[config.mk]
export PLATFORM = sky130hd
export DESIGN_NAME = fetch_stage
export DESIGN_NICKNAME = d
export VERILOG_FILES = /design/src/rtl/fetch_stage_pkg.sv /design/src/rtl/fetch_stage_if_id_register.sv /design/src/rtl/fetch_stage.sv
export SDC_FILE = /design/constraint.sdc
export NUM_CORES = 1
export LEC_CHECK = 0
export ABC_AREA = 1
export BUFFER_PORTS_ARGS = -buffer_cell sky130_fd_sc_hd__buf_2
export CAP_MARGIN = 20
export CORE_MARGIN = 8
export CORE_UTILIZATION = 42
export DETAILED_ROUTE_END_ITERATION = 12
export PLACE_DENSITY_LB_ADDON = 0.12
export REMOVE_ABC_BUFFERS = 1
export SYNTH_ARGS = -nofsm -noshare
export SYNTH_HDL_FRONTEND = slang
export SYNTH_SLANG_ARGS = --single-unit
[constraint.sdc]
create_clock -name clk -period 3.6 [get_ports clk]
set_clock_uncertainty 0.15 [all_clocks]
set_input_delay 0.18 -clock clk [delete_from_list [all_inputs] [get_ports clk]]
set_output_delay 0.18 -clock clk [all_outputs]
set_load 0.02 [all_outputs]
[src/rtl/fetch_stage_pkg.sv]
// Shared constants and state encoding for the instruction-fetch stage.
package fetch_stage_pkg;

  localparam int                DATA_WIDTH_DEF   = 32;
  localparam int                MEMORY_DEPTH_DEF = 32;
  localparam logic [31:0]       PC_RESET_DEF     = 32'h0040_0000;
  localparam logic [31:0]       NOP_INSTR        = 32'h0000_0000;

  typedef enum logic {
    RUN  = 1'b0,
    HALT = 1'b1
  } fetch_state_t;

endpackage

[src/rtl/fetch_stage_if_id_register.sv]
// IF/ID pipeline register: loads on en, squash loads a NOP bubble, sync reset to NOP.
module if_id_register
  import fetch_stage_pkg::*;
#(
  parameter int DATA_WIDTH = DATA_WIDTH_DEF
) (
  input  logic                  clk,
  input  logic                  reset,
  input  logic                  en,
  input  logic                  squash,
  input  logic [DATA_WIDTH-1:0] next_instruction,
  input  logic [DATA_WIDTH-1:0] next_pc_plus4,
  output logic [DATA_WIDTH-1:0] instruction,
  output logic [DATA_WIDTH-1:0] pc_plus4,
  output logic                  valid
);

  always_ff @(posedge clk) begin
    if (reset) begin
      instruction <= DATA_WIDTH'(NOP_INSTR);
      pc_plus4    <= '0;
      valid       <= 1'b0;
    end else if (en) begin
      if (squash) begin
        instruction <= DATA_WIDTH'(NOP_INSTR);
        pc_plus4    <= '0;
        valid       <= 1'b0;
      end else begin
        instruction <= next_instruction;
        pc_plus4    <= next_pc_plus4;
        valid       <= 1'b1;
      end
    end
  end

endmodule

[src/rtl/fetch_stage.sv]
// MIPS fetch stage: PC, redirect/stall handling, program-window halt, IF/ID capture.
// Optional macro DELAY_SLOT_EN keeps the instruction fetched at a redirect as a valid delay slot.
module fetch_stage
  import fetch_stage_pkg::*;
#(
  parameter int                    DATA_WIDTH   = DATA_WIDTH_DEF,
  parameter int                    MEMORY_DEPTH = MEMORY_DEPTH_DEF,
  parameter logic [DATA_WIDTH-1:0] PC_RESET     = DATA_WIDTH'(PC_RESET_DEF)
) (
  input  logic                  clk,
  input  logic                  reset,
  input  logic                  stall_i,
  input  logic                  redirect_i,
  input  logic [DATA_WIDTH-1:0] redirect_addr_i,
  input  logic [DATA_WIDTH-1:0] instruction_i,
  output logic [DATA_WIDTH-1:0] pc_o,
  output logic [DATA_WIDTH-1:0] mem_addr_o,
  output logic [DATA_WIDTH-1:0] if_id_instruction_o,
  output logic [DATA_WIDTH-1:0] if_id_pc_plus4_o,
  output logic                  if_id_valid_o,
  output logic                  halted_o
);

  localparam logic [DATA_WIDTH-1:0] WINDOW_BYTES = DATA_WIDTH'(4 * MEMORY_DEPTH);

  fetch_state_t          state;
  logic [DATA_WIDTH-1:0] pc;
  logic [DATA_WIDTH-1:0] pc_plus4;
  logic [DATA_WIDTH-1:0] offset;
  logic [DATA_WIDTH-1:0] redirect_pc;
  logic [DATA_WIDTH-1:0] redirect_offset;
  logic                  in_window;
  logic                  target_in_window;
  logic                  is_run;
  logic                  if_id_en;
  logic                  if_id_squash;

  // Unsigned offset compare covers both ends of the window, including wrap below PC_RESET.
  assign offset           = pc - PC_RESET;
  assign in_window        = offset < WINDOW_BYTES;
  assign pc_plus4         = pc + DATA_WIDTH'(4);
  assign redirect_pc      = {redirect_addr_i[DATA_WIDTH-1:2], 2'b00};
  assign redirect_offset  = redirect_pc - PC_RESET;
  assign target_in_window = redirect_offset < WINDOW_BYTES;
  assign is_run           = (state == RUN);

  always_ff @(posedge clk) begin
    if (reset) begin
      state <= RUN;
      pc    <= PC_RESET;
    end else begin
      case (state)
        RUN: begin
          if (redirect_i) begin
            pc <= redirect_pc;
          end else if (!stall_i) begin
            if (in_window) begin
              pc <= pc_plus4;
            end else begin
              state <= HALT;
            end
          end
        end
        HALT: begin
          // Out-of-window redirects are ignored so the PC stays parked.
          if (redirect_i && target_in_window) begin
            pc    <= redirect_pc;
            state <= RUN;
          end
        end
        default: state <= HALT;
      endcase
    end
  end

  assign if_id_en = redirect_i | ~stall_i;
`ifdef DELAY_SLOT_EN
  assign if_id_squash = ~is_run | ~in_window;
`else
  assign if_id_squash = ~is_run | ~in_window | redirect_i;
`endif

  if_id_register #(.DATA_WIDTH(DATA_WIDTH)) u_if_id (
    .clk              (clk),
    .reset            (reset),
    .en               (if_id_en),
    .squash           (if_id_squash),
    .next_instruction (instruction_i),
    .next_pc_plus4    (pc_plus4),
    .instruction      (if_id_instruction_o),
    .pc_plus4         (if_id_pc_plus4_o),
    .valid            (if_id_valid_o)
  );

  assign pc_o       = pc;
  assign mem_addr_o = offset;
  assign halted_o   = ~is_run;

endmodule

==> results of run 1 <==
## flip-flops by register name, indices dropped and copies added (netlist names)
name,flops
halted_o,1
u_if_id.instruction,32
u_if_id.pc_plus4,31
u_if_id.valid,1
pc_o,30
## worst register-to-register path, cell delays in order (launching register included)
cell and delay (ns):
dfxtp_1 0.51, inv_2 0.16, ha_1 0.29, inv_1 0.08, nor2_2 0.04, nor2_1 0.15, nand3_1 0.09, nor2_1 0.10
nand2_1 0.07, nor2_2 0.13, nand2_2 0.09, nand2_4 0.13, nand2_4 0.38, nor2_1 0.27, nor2_1 0.08
## stage by stage
step | hold slack (ns) | util (%)
3_3_place_gp | 0.2745 | 50.04
4_1_cts | 0.003543 | 55.75
5_1_grt | 0.04175 | 55.99
6_report | 0.01700 | 55.99
3_5_place_dp | 0.2798 | 50.04
2_1_floorplan | 0.09907 | -
## where the power goes
part | total (mW) | leakage (nW) | internal [mW] | switching, mW
Combinational | 0.540 | 2.25 | 0.195 | 0.345
Clock | 0.985 | 0.148 | 0.549 | 0.436
Sequential | 1.14 | 0.772 | 1.08 | 0.0591
## final cells by class
class	instances	area [um^2]	area share, %
Clock buffer	9	225.2	3.553
Inverter	56	210.2	3.316
Timing Repair Buffer	230	1354	21.36
Clock inverter	7	80.08	1.263
Sequential cell	95	1902	30.00
Tap cell	143	178.9	2.823
Multi-Input combinational cell	533	2389	37.68
## per-layer routing
metal | track usage [%] | up-vias | part of all wire [%]
li1 | - | 2625 | -
met3 | 4.612 | 6 | 6.9
met4 | 6.020 | 0 | 0.69
met1 | 23.27 | 2243 | 45
met5 | 0 | - | 0
met2 | 32.24 | 152 | 48
## worst max-delay path by stage
stage	startpoint	end	slack [ns]	depth (start not counted)
2_1_floorplan	stall_i	pc_o[16]	0.13	9
3_3_place_gp	pc_o[22]	u_if_id.instruction[29]	0.84	13
3_5_place_dp	pc_o[22]	u_if_id.pc_plus4[4]	0.76	13
4_1_cts	pc_o[22]	u_if_id.pc_plus4[4]	0.74	13
5_1_grt	pc_o[22]	u_if_id.instruction[26]	0.44	13
6_report	pc_o[22]	pc_o[10]	0.75	14
## cells in the mapped netlist, types with 13 or more instances
| master | n | area [um^2] |
|---|---|---|
| a21oi_1 | 48 | 240.2 |
| buf_4 | 29 | 217.7 |
| clkbuf_1 | 16 | 60.06 |
| dfxtp_1 | 95 | 1902 |
| inv_1 | 52 | 195.2 |
| nand2_1 | 236 | 885.9 |
| nand2_2 | 21 | 131.4 |
| nand3_1 | 26 | 130.1 |
| nor2_1 | 130 | 488.0 |
| o21ai_0 | 13 | 65.06 |
| xor2_1 | 13 | 113.9 |
## logic make-up (layout without fill, tap and decap cells)
kind of cell / Yosys count / count (layout)
AOI/OAI and AO/OA: 66 / 66
xor gates and xnor gates: 13 / 13
adders and majority gates: 4 / 4
buffers and inverters: 110 / 302
DFF: 95 / 95
muxes: 1 / 1
other: 1 / 4
and+or+nand+nor: 445 / 445
==> run metrics, run 1 <==
Area after DPL 5665 um^2; worst-path cell chain inv_2 > ha_1 > inv_1 > nor2_2 > nor2_1 > nand3_1 > nor2_1 > nand2_1 > nor2_2 > nand2_2 > nand2_4 > nand2_4 > nor2_1 > nor2_1; leakage power 3.169 nW; fin area 6339 um^2; # port buffers 191; CTS Hold Bufs 34; critical path's top delay family simple AND/OR/NAND/NOR gates; Post-Synthesis Cells 735; Ys Warns 0; Filler cells 1,137; Die Width 123.2 um; Critical Path AT 2.93 ns; Resize count post-CTS 0; Min-Delay Path Class primary input to flop; Pwr Density 421.0 nW/um^2; initial antenna violation count 0; share of cells above drive strength 1 26.67%; reg2reg start pc_o[22]; Hold Crit Depth 5; Worst EP required 3.68 ns; Final Critical Period 2.845 ns; H-tree levels 3; worst skew pair latency 0.34 ns; HP Start redirect_addr_i[4]; Layout area overhead 31.45%; synthesized area 4822 um^2; Inserted Clock Buffers 9; commonest non-fill, non-tap cell in the layout nand2_1; Post-synth EDFFs 0; Pwr Total 2.668 mW; Setup Viol. Count Final 0; final net count 997; post-synthesis compound-gate area fraction 7.161%; Post-DRT Antenna Nets 0; worst reg2reg setup slack 0.75 ns; fin worst setup slack 0.7548 ns; Tcrit/Tclk final 79.03%; Synth Area in XOR/XNOR 2.361%; 1st-iter DRT viols 282; most frequent cells in the layout nand2_1, buf_2, nor2_1; WL/cell 13.85 um; Largest stage delay, worst path 0.51 ns; Post-CTS Setup Inserts 0; worst slew pin tran 0.7053 ns; clk sinks 95; fin. max-slew vios 0; die area 15,170 um^2; endpoints failing hold 0; CTS tree yes; # diodes 0; routed vias/inst 4.684; simple logic cell fraction of the synthesized area 38.30%; CORE AREA 11,320 um^2; FMAX 351.5 MHz; global route total overflow 0; dpl ws 0.7630 ns; adder-cell share of the synthesized area 1.038%; maximum vdd ir drop 0.2659 mV; flops & latches, synth 95; prevailing post-synth register cell dfxtp_1; HPWL after DPL 10.64 mm; crit path launch type flop; DRT Wirelength 14.86 mm; CP max-delay cell dfxtp_1; Final GP Congestion 0.8659; vias in the first global route 4,888; CP Buf/Inv Count 2; critical path type flop to flop; Final Instance Count excl. Fillers 1,073; Clock Tree Root clkbuf_16; Hold EP pc_o[4]; overall via count from detail_route 5,026; Die Y 123.2 um; Post-synth ARST share 0%; clock slew at reported path FFs 0.07 ns; Seq/Total Area, Yosys 39.44%; largest net degree at the start of global routing 65; mux contribution to synthesized area 0.2076%; distinct cell type count after synthesis 27; max cap viols 0; overall routing resource usage 19.01%; first-pass GRT wire length 23.28 mm; R2R cell count 14; row count 39; critical path peak fanout 53; Cells after DPL 1,022; RR Endpoint pc_o[10]; crit end category flop; Remaining DRCs 0; status finished clean; drt pass-1 iters 4; Mean Syn Cell Area 6.561 um^2; main combinational cell family by area after synthesis simple AND/OR/NAND/NOR gates; initial core utilization 42.60%; I/O Pins 198; Fin Setup TNS 0 ns; Worst path most repeated cell nor2_1; CTS max path bufs 2; Slew HR 52.91%; RSZ-0062 raised after global routing no
(Power assumes the default switching activity.)
==> run 2: changes to the inputs <==
clock period = 2.6 ns   (was 3.6 ns; I/O delays follow)
==> run 2 against run 1 <==
  * Sequential share of layout area is 0.75 points lower
  * Count of clock-buffer cells in the layout is 2 higher
  * Wire length barely moved
  * Hold slack hardly changed
  * Design area is 2.6% higher
  * Global-route usage rose by 0.12 points
  * Sequential power up 39%
  * First-iteration DRC count grew 17%
  * Via count is 2.5% higher
  * Register-to-register slack worse by 0.50 ns
  * Non-clock buffer count increased by 18
  * Largest cell class unchanged
  * Largest power group unchanged
  * Highest routed layer unchanged
==> run metrics, run 2 (synthesized netlist as in run 1, its figures left out) <==
Pwr Total 3.744 mW (+40%); worst reg2reg setup slack 0.25 ns (-0.50 ns); vias in the first global route 4,936 (+0.98%); Die Y 123.2 um (unchanged); fin. max-slew vios 0 (unchanged); Fin Setup TNS 0 ns (unchanged); Post-DRT Antenna Nets 0 (unchanged); global route total overflow 0 (unchanged); overall via count from detail_route 5,150 (+2.5%); dpl ws 0.1225 ns (-0.6405 ns); FMAX 426.0 MHz (+21%); endpoints failing hold 0 (unchanged); R2R cell count 15 (+1); Cells after DPL 1,029 (+0.68%); commonest non-fill, non-tap cell in the layout nand2_1; RR Endpoint pc_o[26]; # port buffers 191 (unchanged); Pwr Density 576.0 nW/um^2 (+37%); initial core utilization 42.60% (unchanged); max reg flops 32 (unchanged); Slew HR 58.81% (+5.9 points); 1st-iter DRT viols 329 (+17%); worst slew pin tran 0.6178 ns (-0.08747 ns); CORE AREA 11,320 um^2 (unchanged); HPWL after DPL 10.80 mm (+1.5%); Critical Path AT 2.48 ns (-0.45 ns); Post-CTS Setup Inserts 0 (unchanged); Inserted Clock Buffers 9 (unchanged); initial antenna violation count 0 (unchanged); Hold EP pc_o[12]; Final GP Congestion 0.8769 (+1.3%); overall routing resource usage 19.13% (+0.12 points); Die Width 123.2 um (unchanged); Hold Crit Depth 5 (unchanged); CTS max path bufs 2 (unchanged); maximum vdd ir drop 0.3864 mV (+45%); Remaining DRCs 0 (unchanged); final net count 1,015 (+1.8%); clock slew at reported path FFs 0.07 ns (about the same); final hold slack 0.01719 ns (+0.0001939 ns); Biggest register u_if_id.instruction; fin worst setup slack 0.2523 ns (-0.5025 ns); DRT Wirelength 14.87 mm (about the same); Setup Viol. Count Final 0 (unchanged); Final Instance Count excl. Fillers 1,091 (+1.7%); critical path peak fanout 53 (unchanged); Tcrit/Tclk final 90.30% (+11 points); share of cells above drive strength 1 26.79% (+0.13 points); Worst EP required 2.73 ns (-0.95 ns); Filler cells 1,119 (-1.6%); clk sinks 95 (unchanged); CTS tree yes; first-pass GRT wire length 23.49 mm (+0.89%); I/O Pins 198 (unchanged); critical path type flop to flop; largest net degree at the start of global routing 64 (-1.5%); status finished clean; max cap viols 0 (unchanged); die area 15,170 um^2 (unchanged); crit end category flop; reg2reg start pc_o[23]; most frequent cells in the layout nand2_1, buf_2, nor2_1; Min-Delay Path Class primary input to flop; Layout area overhead 34.82%; leakage power 3.250 nW (+2.6%); WL/cell 13.63 um (-1.6%); row count 39 (unchanged); # diodes 0 (unchanged); Final Critical Period 2.348 ns (-0.4975 ns); RSZ-0062 raised after global routing no; routed vias/inst 4.720 (+0.78%); crit path launch type flop; H-tree levels 3 (unchanged); Clock Tree Root clkbuf_16; worst skew pair latency 0.34 ns (about the same); drt pass-1 iters 5 (+1); HP Start redirect_addr_i[12]
==> run 2: cell types whose count changed in the layout (fill, tap and decap cells not counted), sizes merged <==
cell | before | now
clkbuf | 9 | 11
clkinvlp | 1 | 0
dlygate4sd3 | 34 | 46
clkinv | 3 | 2
buf | 196 | 202
==> run 2: worst max path at each step <==
stage	depth (start not counted)	end	slack (ns)	startpoint
final	15	pc_o[26]	0.25	pc_o[23]
after global routing	15	pc_o[26]	0.04	pc_o[23]
after CTS	15	pc_o[26]	0.10	pc_o[23]
after detailed placement	15	pc_o[26]	0.12	pc_o[23]
after global placement	14	pc_o[28]	0.21	pc_o[23]
after floorplan	9	pc_o[16]	-0.82	stall_i
==> run 2: through the flow <==
stage / util [%] / area (um^2)
after floorplan: - / 4493
after global placement: 50.51 / 5718
after detailed placement: 50.51 / 5718
after CTS: 57.35 / 6492
after global routing: 57.43 / 6501
final: 57.43 / 6501
==> run 2: metal layers <==
layer  wire length, um  global-route usage [%]
met5                 0                       0
met4               233                   6.922
met3              1183                   3.470
met2              6939                   32.92
met1              6513                   23.40
==> run 2: area by class of cell <==
cell class                 instances  area [um^2]  area share, %
clock inverter                     5        61.31         0.9430
inverter                          56        210.2          3.233
sequential                        95         1902          29.25
tap                              143        178.9          2.752
clock buffer                      11        252.7          3.888
multi-input combinational        533         2397          36.87
timing repair buffer             248         1499          23.06
==> run 2: worst max-delay path, cell delays in order, from the launching register on <==
cell and delay [ns]:
dfxtp_1 0.34, inv_1 0.08, ha_1 0.24, inv_1 0.09, nor2_2 0.04, nor2_1 0.15, nand3_1 0.09, nor2_1 0.10
nand2_1 0.07, nor2_2 0.13, nand2_2 0.09, nand2_4 0.14, nand2_8 0.25, nand2_1 0.14, nand2_1 0.06, nor2_1 0.10
==> run 2: timing repair <==
| item | 4_1_cts | 5_1_grt |
|---|---|---|
| setup endpoints to repair | 0 | 27 |
| hold buffers | 46 | 0 |
| resized for setup | 0 | 1 |
| endpoints found under the hold margin | 48 | 0 |
==> run 2: power breakdown <==
group	internal [mW]	switching (mW)	leakage, nW	total (mW)
Clock	0.807	0.586	0.157	1.39
Combinational	0.285	0.488	2.32	0.773
Sequential	1.50	0.0758	0.772	1.58
